[src/rtl/fetch_sequencer.sv]
// fetch_sequencer: control FSM sequencing PC, program ROM and fetch register of the 4-bit CPU
module fetch_sequencer #(
    parameter int         ADDR_W  = 12,
    parameter logic [3:0] OP_JZ   = 4'hC,
    parameter logic [3:0] OP_JC   = 4'hD,
    parameter logic [3:0] OP_JMP  = 4'hE,
    parameter logic [3:0] OP_HALT = 4'hF
) (
    input  logic              clk,
    input  logic              reset,
    input  logic              run,
    input  logic              step,
    input  logic [3:0]        instr,
    input  logic [3:0]        oprnd,
    input  logic [7:0]        rom_data,
    input  logic              flag_z,
    input  logic              flag_c,
    output logic              pc_en,
    output logic              pc_load,
    output logic [ADDR_W-1:0] pc_load_val,
    output logic              fetch_en,
    output logic              exec_en,
    output logic              halted,
    output logic [2:0]        state_o
);
    typedef enum logic [2:0] {
        IDLE   = 3'd0,
        FETCH  = 3'd1,
        DECODE = 3'd2,
        EXEC   = 3'd3,
        JUMP   = 3'd4,
        HALT   = 3'd5
    } state_t;

    state_t     state, state_nx;
    logic [7:0] addr_lo;
    logic [3:0] addr_hi;
    logic [3:0] op_q;
    logic       sstep;
    logic       is_jmp;
    logic       taken;

    assign is_jmp = instr == OP_JMP || instr == OP_JZ || instr == OP_JC;
    assign taken  = op_q == OP_JMP || (op_q == OP_JZ && flag_z) || (op_q == OP_JC && flag_c);

    assign fetch_en    = state == FETCH;
    assign pc_en       = state == FETCH || (state == DECODE && is_jmp);
    assign exec_en     = state == EXEC;
    assign pc_load     = state == JUMP && taken;
    assign halted      = state == HALT;
    assign state_o     = state;
    assign pc_load_val = ADDR_W'({addr_hi, addr_lo});

    // state register plus jump target / opcode capture and single-step latch
    always_ff @(posedge clk or negedge reset) begin
        if (!reset) begin
            state   <= IDLE;
            addr_lo <= '0;
            addr_hi <= '0;
            op_q    <= '0;
            sstep   <= 1'b0;
        end else begin
            state <= state_nx;
            if (state == IDLE && (run || step))
                sstep <= !run;
            if (state == DECODE && is_jmp) begin
                addr_lo <= rom_data;
                addr_hi <= oprnd;
                op_q    <= instr;
            end
        end
    end

    // next-state decode; run beats step, HALT only leaves through reset
    always_comb begin
        state_nx = state;
        case (state)
            IDLE:       state_nx = (run || step) ? FETCH : IDLE;
            FETCH:      state_nx = DECODE;
            DECODE:     state_nx = instr == OP_HALT ? HALT : is_jmp ? JUMP : EXEC;
            EXEC, JUMP: state_nx = (run && !sstep) ? FETCH : IDLE;
            HALT:       state_nx = HALT;
            default:    state_nx = IDLE;
        endcase
    end
endmodule

[config.mk]
export PLATFORM = sky130hd
export DESIGN_NAME = fetch_sequencer
export DESIGN_NICKNAME = d
export VERILOG_FILES = /design/src/rtl/fetch_sequencer.sv
export SDC_FILE = /design/constraint.sdc
export NUM_CORES = 1
export LEC_CHECK = 0
export ABC_AREA = 1
export CAP_MARGIN = 0
export CORE_MARGIN = 4
export CORE_UTILIZATION = 43
export CTS_CLUSTER_DIAMETER = 60
export DETAILED_ROUTE_END_ITERATION = 8
export GPL_TIMING_DRIVEN = 0
export PLACE_DENSITY = 0.83
export SLEW_MARGIN = 20
export SYNTH_ARGS = -nofsm -noshare
export SYNTH_HDL_FRONTEND = slang
export SYNTH_SLANG_ARGS = --single-unit
export TNS_END_PERCENT = 20
[constraint.sdc]
create_clock -name clk -period 4.1 [get_ports clk]
set_clock_uncertainty 0.15 [all_clocks]
set_input_delay 0.82 -clock clk [delete_from_list [all_inputs] [get_ports clk]]
set_output_delay 0.82 -clock clk [all_outputs]
set_load 0.02 [all_outputs]
==> report_table.html, run 1 <==
<table>
<tr><th>Metric</th><th>Value</th></tr>
<tr><th colspan="2">Synthesis</th></tr>
<tr><td>Post-synth top area cell</td><td>sky130_fd_sc_hd__dfrtp_1</td></tr>
<tr><td>Most frequent cells after synthesis</td><td>sky130_fd_sc_hd__nand2_1 (40), sky130_fd_sc_hd__dfrtp_1 (20), sky130_fd_sc_hd__nand3_1 (19), sky130_fd_sc_hd__inv_1 (12), sky130_fd_sc_hd__o21ai_0 (5)</td></tr>
<tr><td>Top_reg_cell synth</td><td>sky130_fd_sc_hd__dfrtp_1</td></tr>
<tr><td>Largest cells by area after synthesis</td><td>sky130_fd_sc_hd__dfrtp_1 (55%), sky130_fd_sc_hd__nand2_1 (17%), sky130_fd_sc_hd__nand3_1 (11%), sky130_fd_sc_hd__inv_1 (5.0%), sky130_fd_sc_hd__o21ai_0 (2.8%)</td></tr>
<tr><td>Distinct cell type count of the synthesized netlist</td><td>13</td></tr>
<tr><td>Syn Area/Cell</td><td>~8.4 sq um</td></tr>
<tr><td>Share of Yosys cell area claimed by the top area cell type</td><td>0.554</td></tr>
<tr><td>Share of flip-flops with an asynchronous set or reset</td><td>1.00</td></tr>
<tr><td>Most instantiated library cell after synthesis</td><td>sky130_fd_sc_hd__nand2_1</td></tr>
<tr><td>Synthesized netlist net count</td><td>130</td></tr>
<tr><td>Number of synthesized flops with an enable pin</td><td>0</td></tr>
<tr><td>Count of warnings emitted by yosys</td><td>0</td></tr>
<tr><td>Synthesized flop and latch total</td><td>20</td></tr>
<tr><td>Netlist area before placement</td><td>~900 sq um</td></tr>
<tr><td>Sequential share of the synthesized area</td><td>0.554</td></tr>
<tr><td>Synthesized instance count</td><td>108</td></tr>
<tr><th colspan="2">Place</th></tr>
<tr><td>IO buf count</td><td>41</td></tr>
<tr><td>Count of placed standard cells including taps</td><td>176</td></tr>
<tr><td>Final HPWL DP</td><td>1.58 mm</td></tr>
<tr><td>Worst slack at placement</td><td>552 ps</td></tr>
<tr><td>Final weighted congestion in routability-driven placement</td><td>0.725</td></tr>
<tr><th colspan="2">Timing</th></tr>
<tr><td>Total of endpoints with negative setup slack in the final report</td><td>0</td></tr>
<tr><td>TNS Setup</td><td>0 ps</td></tr>
<tr><td>Shortest clock period the worst path allows after layout</td><td>3570 ps</td></tr>
<tr><td>Worst Setup Slack, final</td><td>532 ps</td></tr>
<tr><td>Post-route clock period utilization</td><td>0.870</td></tr>
<tr><td>Number of hold violations in the final report</td><td>0</td></tr>
<tr><td>Pins over their slew limit</td><td>0</td></tr>
<tr><td>Setup repair after global routing missed its margin</td><td>false</td></tr>
<tr><td>Achievable Freq</td><td>0.280 GHz</td></tr>
<tr><td>Transition time at the pin with the least slew margin</td><td>slightly below 900 ps</td></tr>
<tr><td>Worst-case headroom to the max-slew limit</td><td>0.418</td></tr>
<tr><th colspan="2">Pwr</th></tr>
<tr><td>Worst IR drop on VDD</td><td>624 uV</td></tr>
<tr><td>Leakage Power</td><td>0.000714 uW</td></tr>
<tr><td>Cell Pwr Density</td><td>687 mW/mm^2</td></tr>
<tr><th colspan="2">Setup path</th></tr>
<tr><td>Setup slack of the most critical reg-to-reg path</td><td>2500 ps</td></tr>
<tr><td>CP dominant cell by count</td><td>sky130_fd_sc_hd__nand2_1</td></tr>
<tr><td>R2R depth</td><td>5</td></tr>
<tr><td>CP Data Arrival Time</td><td>2600 ps</td></tr>
<tr><td>Setup Crit Path Kind</td><td>in2out</td></tr>
<tr><td>End of the worst register-to-register path</td><td>addr_lo[7]</td></tr>
<tr><td>Maximum net fanout on the critical path</td><td>10</td></tr>
<tr><td>Capturing instance or port of the critical path</td><td>pc_en</td></tr>
<tr><td>Required time at the endpoint of the critical path</td><td>3130 ps</td></tr>
<tr><td>Kind of cell adding the most delay to the critical path</td><td>buffers and inverters</td></tr>
<tr><td>CP Launch Point</td><td>instr[2]</td></tr>
<tr><td>Type of destination of the critical path</td><td>primary output</td></tr>
<tr><td>Cell-by-cell trace of the critical path</td><td>clkdlybuf4s50_1 &gt; nand2_1 &gt; inv_1 &gt; nand2_1 &gt; inv_1 &gt; nand2_4 &gt; buf_6 &gt; nand2_1 &gt; clkdlybuf4s50_1</td></tr>
<tr><td>Cell type of the slowest stage on the worst timing path</td><td>sky130_fd_sc_hd__clkdlybuf4s50_1</td></tr>
<tr><td>CP Launch Type</td><td>input port</td></tr>
<tr><td>Worst stage delay on the critical path</td><td>~600 ps</td></tr>
<tr><td>Worst r2r src</td><td>state_o[2]</td></tr>
<tr><td>Sum of buffers and inverters on the critical path</td><td>5</td></tr>
<tr><td>Total stage count of the critical path</td><td>9</td></tr>
<tr><th colspan="2">Route</th></tr>
<tr><td>Number of detailed-routing iterations run before antenna repair</td><td>4</td></tr>
<tr><td>Remaining number of nets flagged by the antenna check after routing</td><td>0</td></tr>
<tr><td>Residual DRC count</td><td>0</td></tr>
<tr><td>Initial DRC Count</td><td>13</td></tr>
<tr><td>Number of vias per cell after detailed routing</td><td>between 4 and 5</td></tr>
<tr><td>Via Count</td><td>844</td></tr>
<tr><td>WL final</td><td>2.07 mm</td></tr>
<tr><td>Wire per inst</td><td>11.5 um</td></tr>
<tr><th colspan="2">Die</th></tr>
<tr><td>Core region area</td><td>0.00198 sq mm</td></tr>
<tr><td>Effective utilization at floorplan</td><td>0.456</td></tr>
<tr><td>Number of standard-cell rows in the floorplan</td><td>16</td></tr>
<tr><td>I/O Pins</td><td>42</td></tr>
<tr><td>Die Footprint</td><td>0.00290 sq mm</td></tr>
<tr><td>Die width</td><td>53.8 um</td></tr>
<tr><td>Overall die height</td><td>53.8 um</td></tr>
<tr><th colspan="2">Flow run</th></tr>
<tr><td>Max-cap violations</td><td>0</td></tr>
<tr><th colspan="2">Final layout</th></tr>
<tr><td># fillers</td><td>150</td></tr>
<tr><td>Final nets</td><td>176</td></tr>
<tr><td>Post-route insts no fill</td><td>180</td></tr>
<tr><td>Seq. cell area</td><td>around 500 sq um</td></tr>
<tr><td>Layout Area Growth over Synthesis</td><td>55.0%</td></tr>
<tr><td>Ant diodes</td><td>0</td></tr>
<tr><td>Area used by multi-input combinational logic</td><td>327 sq um</td></tr>
<tr><td>Fraction of final layout cells sized beyond drive strength 1</td><td>0.0654</td></tr>
<tr><th colspan="2">Status</th></tr>
<tr><td>Status</td><td>finished clean</td></tr>
<tr><th colspan="2">GRT</th></tr>
<tr><td>Met3 global-route usage</td><td>0.0360</td></tr>
<tr><td>Global-route congestion overflow total</td><td>0</td></tr>
<tr><td>Global-route wire length before repair</td><td>between 3 and 4 mm</td></tr>
<tr><td>GRT busiest layer</td><td>met2</td></tr>
<tr><td>Global Route Usage Sum</td><td>0.161</td></tr>
<tr><td>Number of antenna violations at the first check in global routing</td><td>0</td></tr>
<tr><td>Pin count of the biggest net entering global routing</td><td>21</td></tr>
<tr><td>Grt met2 use</td><td>0.262</td></tr>
<tr><td>Vias in the first global route</td><td>818</td></tr>
<tr><td>Global-route track usage on met1</td><td>0.200</td></tr>
<tr><th colspan="2">Clocking</th></tr>
<tr><td>H-Tree Depth</td><td>1</td></tr>
<tr><td>Buffer type at the clock tree root</td><td>sky130_fd_sc_hd__clkbuf_4</td></tr>
<tr><td>Count of clock tree sinks</td><td>20</td></tr>
<tr><td>Clock-pin slew reported for the worst setup and hold paths after clock tree synthesis</td><td>110 ps</td></tr>
<tr><td>Post-CTS Resized</td><td>0</td></tr>
<tr><td>Clk Latency, worst-skew pair</td><td>around 300 ps</td></tr>
<tr><td>Total CTS buffers</td><td>3</td></tr>
<tr><td>Maximum root-to-sink buffer count</td><td>2</td></tr>
<tr><td>Post-CTS repair timing setup buffer count</td><td>0</td></tr>
<tr><td>CTS tree</td><td>done</td></tr>
<tr><td>Number of buffers added to fix hold violations after cts</td><td>0</td></tr>
<tr><th colspan="2">Min path</th></tr>
<tr><td>Worst min-delay path startpoint</td><td>addr_lo[1]</td></tr>
<tr><td>Worst hold-check path type</td><td>reg2reg</td></tr>
</table>
## report_power, final
part           switching (uW)  leakage (uW)  internal (uW)
sequential               60.4      0.000244            275
combinational             248      0.000442            218
clock                    61.7     0.0000279           98.8
total                     370      0.000714            592
## cell type report
type	count	area share
clock inverter	1	0.0214
inverter	13	0.0349
tap	27	0.0241
multi-input combinational	72	0.233
timing repair buffer	41	0.293
sequential	20	0.357
buffer	3	0.0197
clock buffer	3	0.0161
## registers in the layout, summed over array words and instances (netlist names)
signal and flops:
sstep 1, addr_hi 4, op_q 4, state_o 3, addr_lo 8
## worst register-to-register path, delay by kind of cell (launching register included)
kind          cells  cell delay, ps
buf+inv           1             170
flops             1             490
simple gates      4             690
## cells in the final DEF, fill, tap and decap left out, types with 2 or more instances in the layout
master,synthesis,routed
sky130_fd_sc_hd__clkdlybuf4s50_1,0,41
sky130_fd_sc_hd__nand2_1,40,40
sky130_fd_sc_hd__dfrtp_1,20,20
sky130_fd_sc_hd__nand3_1,19,19
sky130_fd_sc_hd__inv_1,12,12
sky130_fd_sc_hd__o21ai_0,5,5
sky130_fd_sc_hd__nor2_1,4,4
sky130_fd_sc_hd__clkbuf_4,0,3
sky130_fd_sc_hd__buf_6,2,2
## routing by layer
metal,routed length (um),vias up
li1,-,430
met1,930,377
met2,945,35
met3,178,2
met4,12,0
met5,0,-
## logic make-up (layout without fill, tap and decap cells)
| family | count (synthesis) | in the layout | share of synthesized area |
|---|---|---|---|
| simple gates | 66 | 66 | 0.325 |
| compound gates | 6 | 6 | 0.0360 |
| buf+inv | 16 | 61 | 0.0845 |
| flops | 20 | 20 | 0.554 |
## stage by stage
step | cell area, sq um | hold WS, ps | total power, uW | utilization
final | 1400 | 334 | 962 | 0.706
after global routing | 1400 | 357 | 1020 | 0.706
after CTS | 1400 | 337 | 970 | 0.706
after detailed placement | 1350 | 309 | 807 | 0.680
after global placement | 1350 | 300 | 796 | 0.680
after floorplan | 903 | 284 | 582 | -
## how the worst min path moves through the flow
stage | slack [ps] | cells after the start | end
detailed placement | 310 | 2 | addr_lo[4]
CTS | 340 | 2 | addr_lo[4]
global route | 360 | 2 | op_q[3]
global placement | 300 | 2 | op_q[2]
finish | 330 | 2 | addr_lo[1]
floorplan | 280 | 2 | op_q[2]
(Power assumes the default switching activity.)
==> inputs of run 2 (changes only) <==
==> constraint.sdc (replaced) <==
create_clock -name clk -period 4.1 [get_ports clk]
set_clock_uncertainty 0.15 [all_clocks]
set_input_delay 1.23 -clock clk [delete_from_list [all_inputs] [get_ports clk]]
set_output_delay 1.23 -clock clk [all_outputs]
set_load 0.02 [all_outputs]
==> report_table.html, run 2 (same netlist as run 1, synthesis figures left out) <==
<table>
<tr><th>Metric</th><th>Value</th></tr>
<tr><th colspan="2">Final layout</th></tr>
<tr><td>Top library cells by usage in the layout, fill and taps aside</td><td>sky130_fd_sc_hd__nand2_1 (40), sky130_fd_sc_hd__clkdlybuf4s50_1 (39), sky130_fd_sc_hd__dfrtp_1 (20), sky130_fd_sc_hd__nand3_1 (19), sky130_fd_sc_hd__inv_1 (11)</td></tr>
<tr><td># fillers</td><td>~150</td></tr>
<tr><td>Most frequent standard cell in the layout excluding fill and tap cells</td><td>sky130_fd_sc_hd__nand2_1</td></tr>
<tr><td>Final nets</td><td>between 150 and 200</td></tr>
<tr><td>Largest registers</td><td>addr_lo x8, addr_hi x4, op_q x4</td></tr>
<tr><td>Post-route insts no fill</td><td>180</td></tr>
<tr><td>Ant diodes</td><td>0</td></tr>
<tr><td>Register with the most flip-flops</td><td>addr_lo</td></tr>
<tr><td>Seq. cell area</td><td>roughly 500 sq um</td></tr>
<tr><td>Layout Area Growth over Synthesis</td><td>55.3%</td></tr>
<tr><td>Fraction of final layout cells sized beyond drive strength 1</td><td>0.0719</td></tr>
<tr><td>Area used by multi-input combinational logic</td><td>327 sq um</td></tr>
<tr><td>Max reg flops</td><td>8</td></tr>
<tr><th colspan="2">Timing</th></tr>
<tr><td>Number of hold violations in the final report</td><td>0</td></tr>
<tr><td>Setup repair after global routing missed its margin</td><td>false</td></tr>
<tr><td>Pins over their slew limit</td><td>0</td></tr>
<tr><td>Achievable Freq</td><td>0.249 GHz</td></tr>
<tr><td>Total of endpoints with negative setup slack in the final report</td><td>0</td></tr>
<tr><td>Worst-case headroom to the max-slew limit</td><td>0.418</td></tr>
<tr><td>Transition time at the pin with the least slew margin</td><td>~870 ps</td></tr>
<tr><td>TNS Setup</td><td>0 ps</td></tr>
<tr><td>Post-route clock period utilization</td><td>0.979</td></tr>
<tr><td>Worst Setup Slack, final</td><td>87.8 ps</td></tr>
<tr><td>Shortest clock period the worst path allows after layout</td><td>roughly 4000 ps</td></tr>
<tr><th colspan="2">Setup path</th></tr>
<tr><td>Type of destination of the critical path</td><td>primary output</td></tr>
<tr><td>Required time at the endpoint of the critical path</td><td>approximately 2700 ps</td></tr>
<tr><td>CP Data Arrival Time</td><td>2630 ps</td></tr>
<tr><td>End of the worst register-to-register path</td><td>addr_lo[7]</td></tr>
<tr><td>Cell type of the slowest stage on the worst timing path</td><td>sky130_fd_sc_hd__clkdlybuf4s50_1</td></tr>
<tr><td>CP dominant cell by count</td><td>sky130_fd_sc_hd__nand2_1</td></tr>
<tr><td>CP Launch Type</td><td>input port</td></tr>
<tr><td>Maximum net fanout on the critical path</td><td>10</td></tr>
<tr><td>Setup slack of the most critical reg-to-reg path</td><td>around 2500 ps</td></tr>
<tr><td>Worst stage delay on the critical path</td><td>450 ps</td></tr>
<tr><td>Worst r2r src</td><td>state_o[2]</td></tr>
<tr><td>Cell-by-cell trace of the critical path</td><td>clkdlybuf4s50_1 &gt; nand2_1 &gt; inv_1 &gt; nand2_1 &gt; inv_2 &gt; nand2_4 &gt; buf_6 &gt; nand2_1 &gt; clkdlybuf4s15_1</td></tr>
<tr><td>R2R depth</td><td>5</td></tr>
<tr><td>Setup Crit Path Kind</td><td>in2out</td></tr>
<tr><th colspan="2">Pwr</th></tr>
<tr><td>Sequential share of power</td><td>0.350</td></tr>
<tr><td>Share of power burned in the clock network</td><td>0.167</td></tr>
<tr><td>P_int</td><td>589 uW</td></tr>
<tr><td>Sw power</td><td>370 uW</td></tr>
<tr><td>Design Power</td><td>959 uW</td></tr>
<tr><td>Comb power frac</td><td>0.483</td></tr>
<tr><td>Sw Ratio</td><td>0.386</td></tr>
<tr><td>Worst IR drop on VDD</td><td>620 uV</td></tr>
<tr><td>Cell Pwr Density</td><td>684 mW/mm^2</td></tr>
<tr><td>Leakage Power</td><td>~0.00073 uW</td></tr>
<tr><th colspan="2">Status</th></tr>
<tr><td>Status</td><td>finished clean</td></tr>
<tr><th colspan="2">Die</th></tr>
<tr><td>Overall die height</td><td>53.8 um</td></tr>
<tr><td>Die Footprint</td><td>0.00290 sq mm</td></tr>
<tr><td>Number of standard-cell rows in the floorplan</td><td>16</td></tr>
<tr><td>I/O Pins</td><td>42</td></tr>
<tr><td>Core region area</td><td>between 0.0015 and 0.002 sq mm</td></tr>
<tr><td>Effective utilization at floorplan</td><td>0.456</td></tr>
<tr><td>Die width</td><td>53.8 um</td></tr>
<tr><th colspan="2">Clocking</th></tr>
<tr><td>Total CTS buffers</td><td>3</td></tr>
<tr><td>Post-CTS Resized</td><td>2</td></tr>
<tr><td>Post-CTS repair timing setup buffer count</td><td>0</td></tr>
<tr><td>Clk Latency, worst-skew pair</td><td>300 ps</td></tr>
<tr><td>CTS tree</td><td>done</td></tr>
<tr><td>Count of clock tree sinks</td><td>20</td></tr>
<tr><td>Maximum root-to-sink buffer count</td><td>2</td></tr>
<tr><td>Buffer type at the clock tree root</td><td>sky130_fd_sc_hd__clkbuf_4</td></tr>
<tr><td>H-Tree Depth</td><td>1</td></tr>
<tr><td>Number of buffers added to fix hold violations after cts</td><td>0</td></tr>
<tr><td>Clock-pin slew reported for the worst setup and hold paths after clock tree synthesis</td><td>110 ps</td></tr>
<tr><th colspan="2">Place</th></tr>
<tr><td>Final HPWL DP</td><td>1.58 mm</td></tr>
<tr><td>Count of placed standard cells including taps</td><td>roughly 180</td></tr>
<tr><td>IO buf count</td><td>41</td></tr>
<tr><td>Final weighted congestion in routability-driven placement</td><td>0.725</td></tr>
<tr><td>Worst slack at placement</td><td>-268 ps</td></tr>
<tr><th colspan="2">Route</th></tr>
<tr><td>Number of vias per cell after detailed routing</td><td>4.70</td></tr>
<tr><td>Via Count</td><td>846</td></tr>
<tr><td>Residual DRC count</td><td>0</td></tr>
<tr><td>Remaining number of nets flagged by the antenna check after routing</td><td>0</td></tr>
<tr><td>Initial DRC Count</td><td>12</td></tr>
<tr><td>Wire per inst</td><td>11.6 um</td></tr>
<tr><td>Number of detailed-routing iterations run before antenna repair</td><td>4</td></tr>
<tr><td>WL final</td><td>2.08 mm</td></tr>
<tr><th colspan="2">GRT</th></tr>
<tr><td>Global-route congestion overflow total</td><td>0</td></tr>
<tr><td>Met3 global-route usage</td><td>0.0360</td></tr>
<tr><td>Global-route wire length before repair</td><td>roughly 3.3 mm</td></tr>
<tr><td>Global-route track usage on met1</td><td>0.200</td></tr>
<tr><td>Pin count of the biggest net entering global routing</td><td>21</td></tr>
<tr><td>Number of antenna violations at the first check in global routing</td><td>0</td></tr>
<tr><td>Grt met2 use</td><td>0.262</td></tr>
<tr><td>GRT busiest layer</td><td>met2</td></tr>
<tr><td>Global Route Usage Sum</td><td>0.161</td></tr>
<tr><td>Vias in the first global route</td><td>818</td></tr>
<tr><th colspan="2">Min path</th></tr>
<tr><td>Endpoint of the worst hold path</td><td>addr_lo[1]</td></tr>
<tr><td>Worst hold-check path type</td><td>reg2reg</td></tr>
<tr><td>Number of cells traversed by the worst hold path</td><td>2</td></tr>
<tr><td>Worst min-delay path startpoint</td><td>addr_lo[1]</td></tr>
<tr><th colspan="2">Flow run</th></tr>
<tr><td>Max-cap violations</td><td>0</td></tr>
</table>
-- run 2: how the worst max path moves through the flow --
stage / from / endpoint / slack (ps) / depth (start not counted)
2_1_floorplan: instr[2] / pc_en / 800 / 7
3_3_place_gp: instr[2] / pc_en / -260 / 9
3_5_place_dp: instr[2] / pc_en / -270 / 9
4_1_cts: instr[3] / pc_en / 20 / 9
5_1_grt: instr[3] / pc_en / 20 / 9
6_report: instr[2] / pc_en / 90 / 9
-- run 2: worst max-delay path, delay by kind of cell --
kind / cells / cell delay (ps)
buffers and inverters: 5 / 1100
AND/OR/NAND/NOR: 4 / 300
-- run 2: layout make-up --
type | instances | area share
sequential | 20 | 0.357
timing repair buffer | 41 | 0.294
multi-input combinational | 72 | 0.233
inverter | 13 | 0.0348
tap | 27 | 0.0241
clock inverter | 1 | 0.0214
buffer | 3 | 0.0196
clock buffer | 3 | 0.0161
-- run 2: stage by stage --
stage                     hold slack [ps]  utilization  cell area, sq um
after global placement                300        0.680              1350
after floorplan                       284            -               903
after global routing                  357        0.708              1400
after CTS                             337        0.706              1400
after detailed placement              309        0.680              1350
final                                 334        0.708              1400
-- run 2: layer usage --
metal | vias to the layer above | share of wire
met5 | - | 0
met4 | 0 | 0.0058
met3 | 2 | 0.087
met2 | 35 | 0.46
met1 | 378 | 0.45
li1 | 431 | -
-- run 2: power groups by stage --
stage | Combinational, uW | Clock [uW] | Sequential [uW]
after global placement | 462 | 0 | 334
after floorplan | 171 | 0 | 412
after global routing | 502 | 170 | 347
after detailed placement | 469 | 0 | 337
final | 463 | 160 | 336
after CTS | 468 | 163 | 336
==> inputs of run 3 (changes only) <==
Settings changed: CAP_MARGIN 0 to 20.
==> results of run 3 <==
Final layout, timing and power as in run 2 (identical DEF).
==> variant 1 (settings of run 2) <==
Put a register stage on the outputs `pc_en`, `pc_load`, `pc_load_val`, `fetch_en`, `exec_en` and `halted`, with the module's reset. The values now appear one clock later. The other outputs are not delayed to match.
--- a/src/rtl/fetch_sequencer.sv
+++ b/src/rtl/fetch_sequencer.sv
@@ -43,13 +43,24 @@
     assign is_jmp = instr == OP_JMP || instr == OP_JZ || instr == OP_JC;
     assign taken  = op_q == OP_JMP || (op_q == OP_JZ && flag_z) || (op_q == OP_JC && flag_c);
 
-    assign fetch_en    = state == FETCH;
-    assign pc_en       = state == FETCH || (state == DECODE && is_jmp);
-    assign exec_en     = state == EXEC;
-    assign pc_load     = state == JUMP && taken;
-    assign halted      = state == HALT;
+    always_ff @(posedge clk or negedge reset) begin
+        if (!reset) begin
+            pc_en       <= '0;
+            pc_load     <= '0;
+            pc_load_val <= '0;
+            fetch_en    <= '0;
+            exec_en     <= '0;
+            halted      <= '0;
+        end else begin
+            pc_en       <= state == FETCH || (state == DECODE && is_jmp);
+            pc_load     <= state == JUMP && taken;
+            pc_load_val <= ADDR_W'({addr_hi, addr_lo});
+            fetch_en    <= state == FETCH;
+            exec_en     <= state == EXEC;
+            halted      <= state == HALT;
+        end
+    end
     assign state_o     = state;
-    assign pc_load_val = ADDR_W'({addr_hi, addr_lo});
 
     // state register plus jump target / opcode capture and single-step latch
     always_ff @(posedge clk or negedge reset) begin
Function: changed (Yosys sat finds a counterexample within 4 cycles, from zero or initial values and one cycle with reset low).
==> variant 1 against run 2 <==
- sequential cell count up 17
- wire length rose by 23%
- combinational power increased by 4.8%
- final area is 34% higher
- power up 39%
- area after synthesis is 47% higher
- synthesized cell count rose by 17%
- worst setup slack improved by 1.1 ns
- highest routed layer unchanged
==> variant 1: results (changes against run 2) <==
dp_cells: 199  # +13%
htreeDepth: 2  # +1
globalRouteMet1Util: 0.150  # -0.0504
clk-insertion-delay-late_ns: 0.34  # +0.04 ns
synth_cell_type_count: 12  # -1
timing.critical_path.slowest_cell_delay_ns: 0.66  # +0.21 ns
cp_max_fo: 6  # -4
outcome: "finished clean"
dpl_cell_area_um2: 1790  # +33%
synth_area_per_cell_um2: 10.5  # +26%
avgViaCountPerCell: 4.75  # +1.0%
met2_usage: 0.250  # -0.0118
synthTopCellsByArea: "dfrtp_1 (70%), nand2_1 (13%), nand3_1 (7.2%), inv_1 (3.7%), buf_6 (1.7%)"
p_int_w: 0.000878  # +49%
hpwlAfterDp_mm: 1.98  # +26%
met3_wirelength_um: 170  # -6.1%
grt_util_met3: 0.0622  # +0.0262
first_global_vias: 1043  # +28%
timing.critical_path.arrival_ns: 1.50  # -1.13 ns
largest_net_degree_at_the_start_of_global_routing: 30  # +43%
slew_at_the_pin_closest_to_its_max_slew_limit_ns: 0.457  # -0.413 ns
peakVddDrop_mv: 0.351  # -43%
post_cts.resized_instances: 0  # -2
synth_sequential_area_ratio: 0.697  # +0.143
global_route_wire_length_before_repair_mm: 4.53  # +36%
largest_registers: "pc_load_val (12), addr_lo (8)"
comb-power_w: 0.000485  # +4.8%
cts-buffers-inserted: 5  # +2
static_leakage_nw: 0.973  # +33%
number_of_vias_in_the_routed_layout: 983  # +16%
layout-drive-gt1-share: 0.0852  # +0.0133
wl_per_cell_um: 12.3  # +6.6%
track_usage: 0.148  # -0.0131
mappedNetlistNets: 148  # +14%
met2_wirelength_mm: 1.29  # +34%
[variant 1: changes by cell type after synthesis]
cell     change
inv_2        -1
nor2_1       -1
nand2_1      +5
o21ai_0      -3
inv_1        +1
dfrtp_1     +17
[variant 1: worst paths after layout]
path                            start        endpoint  slack, ns  cells after the start
hold reg to reg            addr_lo[7]  pc_load_val[7]       0.24                      0
setup / recovery           state_o[0]      state_o[0]       1.22                      1
hold / removal             addr_lo[7]  pc_load_val[7]       0.24                      0
setup reg to reg           state_o[2]      addr_lo[6]       2.49                      5
min in group asynchronous       reset         pc_load       0.59                      1
max in group asynchronous       reset      addr_hi[1]       2.81                      2
[variant 1: through the flow]
| stage | setup slack, ns | power [W] | utilization |
|---|---|---|---|
| floorplan | 1.97 | 0.000836 | - |
| global placement | 0.962 | 0.00106 | 0.623 |
| detailed placement | 1.36 | 0.00108 | 0.629 |
| CTS | 1.20 | 0.00135 | 0.660 |
| global route | 1.14 | 0.00141 | 0.660 |
| finish | 1.22 | 0.00133 | 0.660 |
[variant 1: final cells by class]
| type | instances | area [µm²] |
|---|---|---|
| buffer | 3 | 27.5 |
| clock buffer | 6 | 51.3 |
| clock inverter | 2 | 37.5 |
| fill | 233 | 971 |
| inverter | 13 | 48.8 |
| multi-input combinational | 73 | 327 |
| sequential | 37 | 926 |
| tap | 31 | 38.8 |
| timing repair buffer | 42 | 425 |
[variant 1: worst register-to-register path, stage by stage (launching register included)]
cell and delay [ns]:
dfrtp_1 0.48, nor3_4 0.46, nand2_4 0.15, buf_6 0.17, nand2_1 0.06, nand2_1 0.05
[variant 1: cell families after synthesis]
group,Yosys count,share of synthesized area
AND/OR/NAND/NOR,70,0.233
AO/OA/AOI/OAI,3,0.0132
flip-flops,37,0.697
buffers and inverters,16,0.0574
==> variant 2 (settings of run 2) <==
Made on the original files. Set the parameter `ADDR_W` to 13 (it was 12).
--- a/src/rtl/fetch_sequencer.sv
+++ b/src/rtl/fetch_sequencer.sv
@@ -1,6 +1,6 @@
 // fetch_sequencer: control FSM sequencing PC, program ROM and fetch register of the 4-bit CPU
 module fetch_sequencer #(
-    parameter int         ADDR_W  = 12,
+    parameter int         ADDR_W  = 13,
     parameter logic [3:0] OP_JZ   = 4'hC,
     parameter logic [3:0] OP_JC   = 4'hD,
     parameter logic [3:0] OP_JMP  = 4'hE,
Ports: changed (resized pc_load_val); port bits go from 42 to 43. The function was not compared with the original's and may differ.
==> variant 2 against run 2 <==
- sequential cell count unchanged
- global-route usage increased by 0.37 points
- fmax increased by 3.3%
- first-iteration DRC count increased by 50%
- power decreased by 5.1%
- wire length decreased by 0.72%
- critical path depth unchanged
- worst hold slack got worse by 0.0073 ns
- area after synthesis increased by 1.2%
- worst setup slack improved by 0.13 ns
- utilization decreased by 0.50 points
- sequential power about the same
- final area decreased by 0.71%
- die area increased by 1.1%
- critical endpoint unchanged
==> variant 2: results (changes against run 2) <==
peakVddDrop_mv: 0.354  # -43%
layout-drive-gt1-share: 0.0839  # +0.0120
max_slew_margin_vs_limit: 0.427  # +0.00904
yosys-mux-area-fraction: 0  # unchanged
synth_sequential_area_ratio: 0.547  # -0.00682
global_route_wire_length_before_repair_mm: 3.54  # +6.0%
syn_inst: 110  # +1.9%
synth_compound_area_frac: 0.0356  # -0.000443
synth_cell_type_count: 15  # +2
outcome: "finished clean"
r2r-end: "addr_lo[2]"
postCtsHoldBufs: 0  # unchanged
finish.net_count: 178  # +1.1%
mappedNetlistNets: 132  # +1.5%
track_usage: 0.165  # +0.00374
routabilityCongestion: 0.737  # +1.7%
drc_violation_total_after_the_first_tritonroute_iteration: 18  # +6
synthTopCellsByArea: "dfrtp_1 (55%), nand2_1 (16%), nand3_1 (10%), inv_1 (4.9%), o21ai_0 (2.7%)"
antenna_found_initial: 0  # unchanged
p_sw_frac: 0.404  # +0.0183
dpl_cell_area_um2: 1360  # +0.84%
fillers: 155  # +2.6%
wirelength_mm: 2.07  # -0.72%
avgViaCountPerCell: 4.71  # +0.30%
first_global_vias: 851  # +4.0%
cts-buffers-inserted: 3  # unchanged
post_cts_clock_slew_at_the_launch_and_capture_registers_of_the_worst_setup_and_hold_paths_ns: 0.11  # about the same
hpwlAfterDp_mm: 1.65  # +4.9%
cp-endpoint: "pc_en"
static_leakage_nw: 0.733  # +0.21%
wl_per_cell_um: 11.4  # -1.8%
==> variant 2: final cells by class <==
type / count / area [µm²] / area share
multi-input cells: 73 / 330 / 0.237
flip-flops and latches: 20 / 500 / 0.359
repair buffers: 41 / 408 / 0.293
plain buffers: 4 / 35.0 / 0.0252
inverters: 13 / 48.8 / 0.0350
clock buffers: 4 / 36.3 / 0.0261
well taps: 27 / 33.8 / 0.0243
==> variant 2: power groups by stage <==
stage               sequential [W]  clock [W]  combinational, W
finish                    0.000336   0.000110          0.000464
global route              0.000349   0.000122          0.000507
CTS                       0.000336   0.000113          0.000471
detailed placement        0.000337          0          0.000475
global placement          0.000336          0          0.000462
floorplan                 0.000412          0          0.000172
==> variant 2: per-stage QoR <==
stage | utilization | setup slack, ns
6_report | 0.703 | 0.218
5_1_grt | 0.703 | 0.117
4_1_cts | 0.703 | 0.0499
3_5_place_dp | 0.686 | -0.290
3_3_place_gp | 0.686 | -0.267
2_1_floorplan | - | 0.800
==> variant 2: worst min path at each step <==
stage	startpoint	endpoint	slack (ns)	cells past startpoint
detailed placement	op_q[3]	op_q[3]	0.31	2
global route	addr_lo[7]	addr_lo[7]	0.37	2
CTS	addr_hi[2]	addr_hi[2]	0.33	2
global placement	op_q[2]	op_q[2]	0.30	2
finish	op_q[3]	op_q[3]	0.33	2
floorplan	op_q[2]	op_q[2]	0.28	2
==> variant 2: cells by family after synthesis <==
family          Yosys count
buf+inv                  17
compound gates            6
simple gates             66
other cells               1
flops                    20
==> variant 2: routing by layer <==
| metal | wire length, µm | GRT usage |
|---|---|---|
| met1 | 928 | 0.213 |
| met2 | 967 | 0.283 |
| met3 | 170 | 0.0222 |
| met4 | 0 | 0.0498 |
| met5 | 0 | 0 |
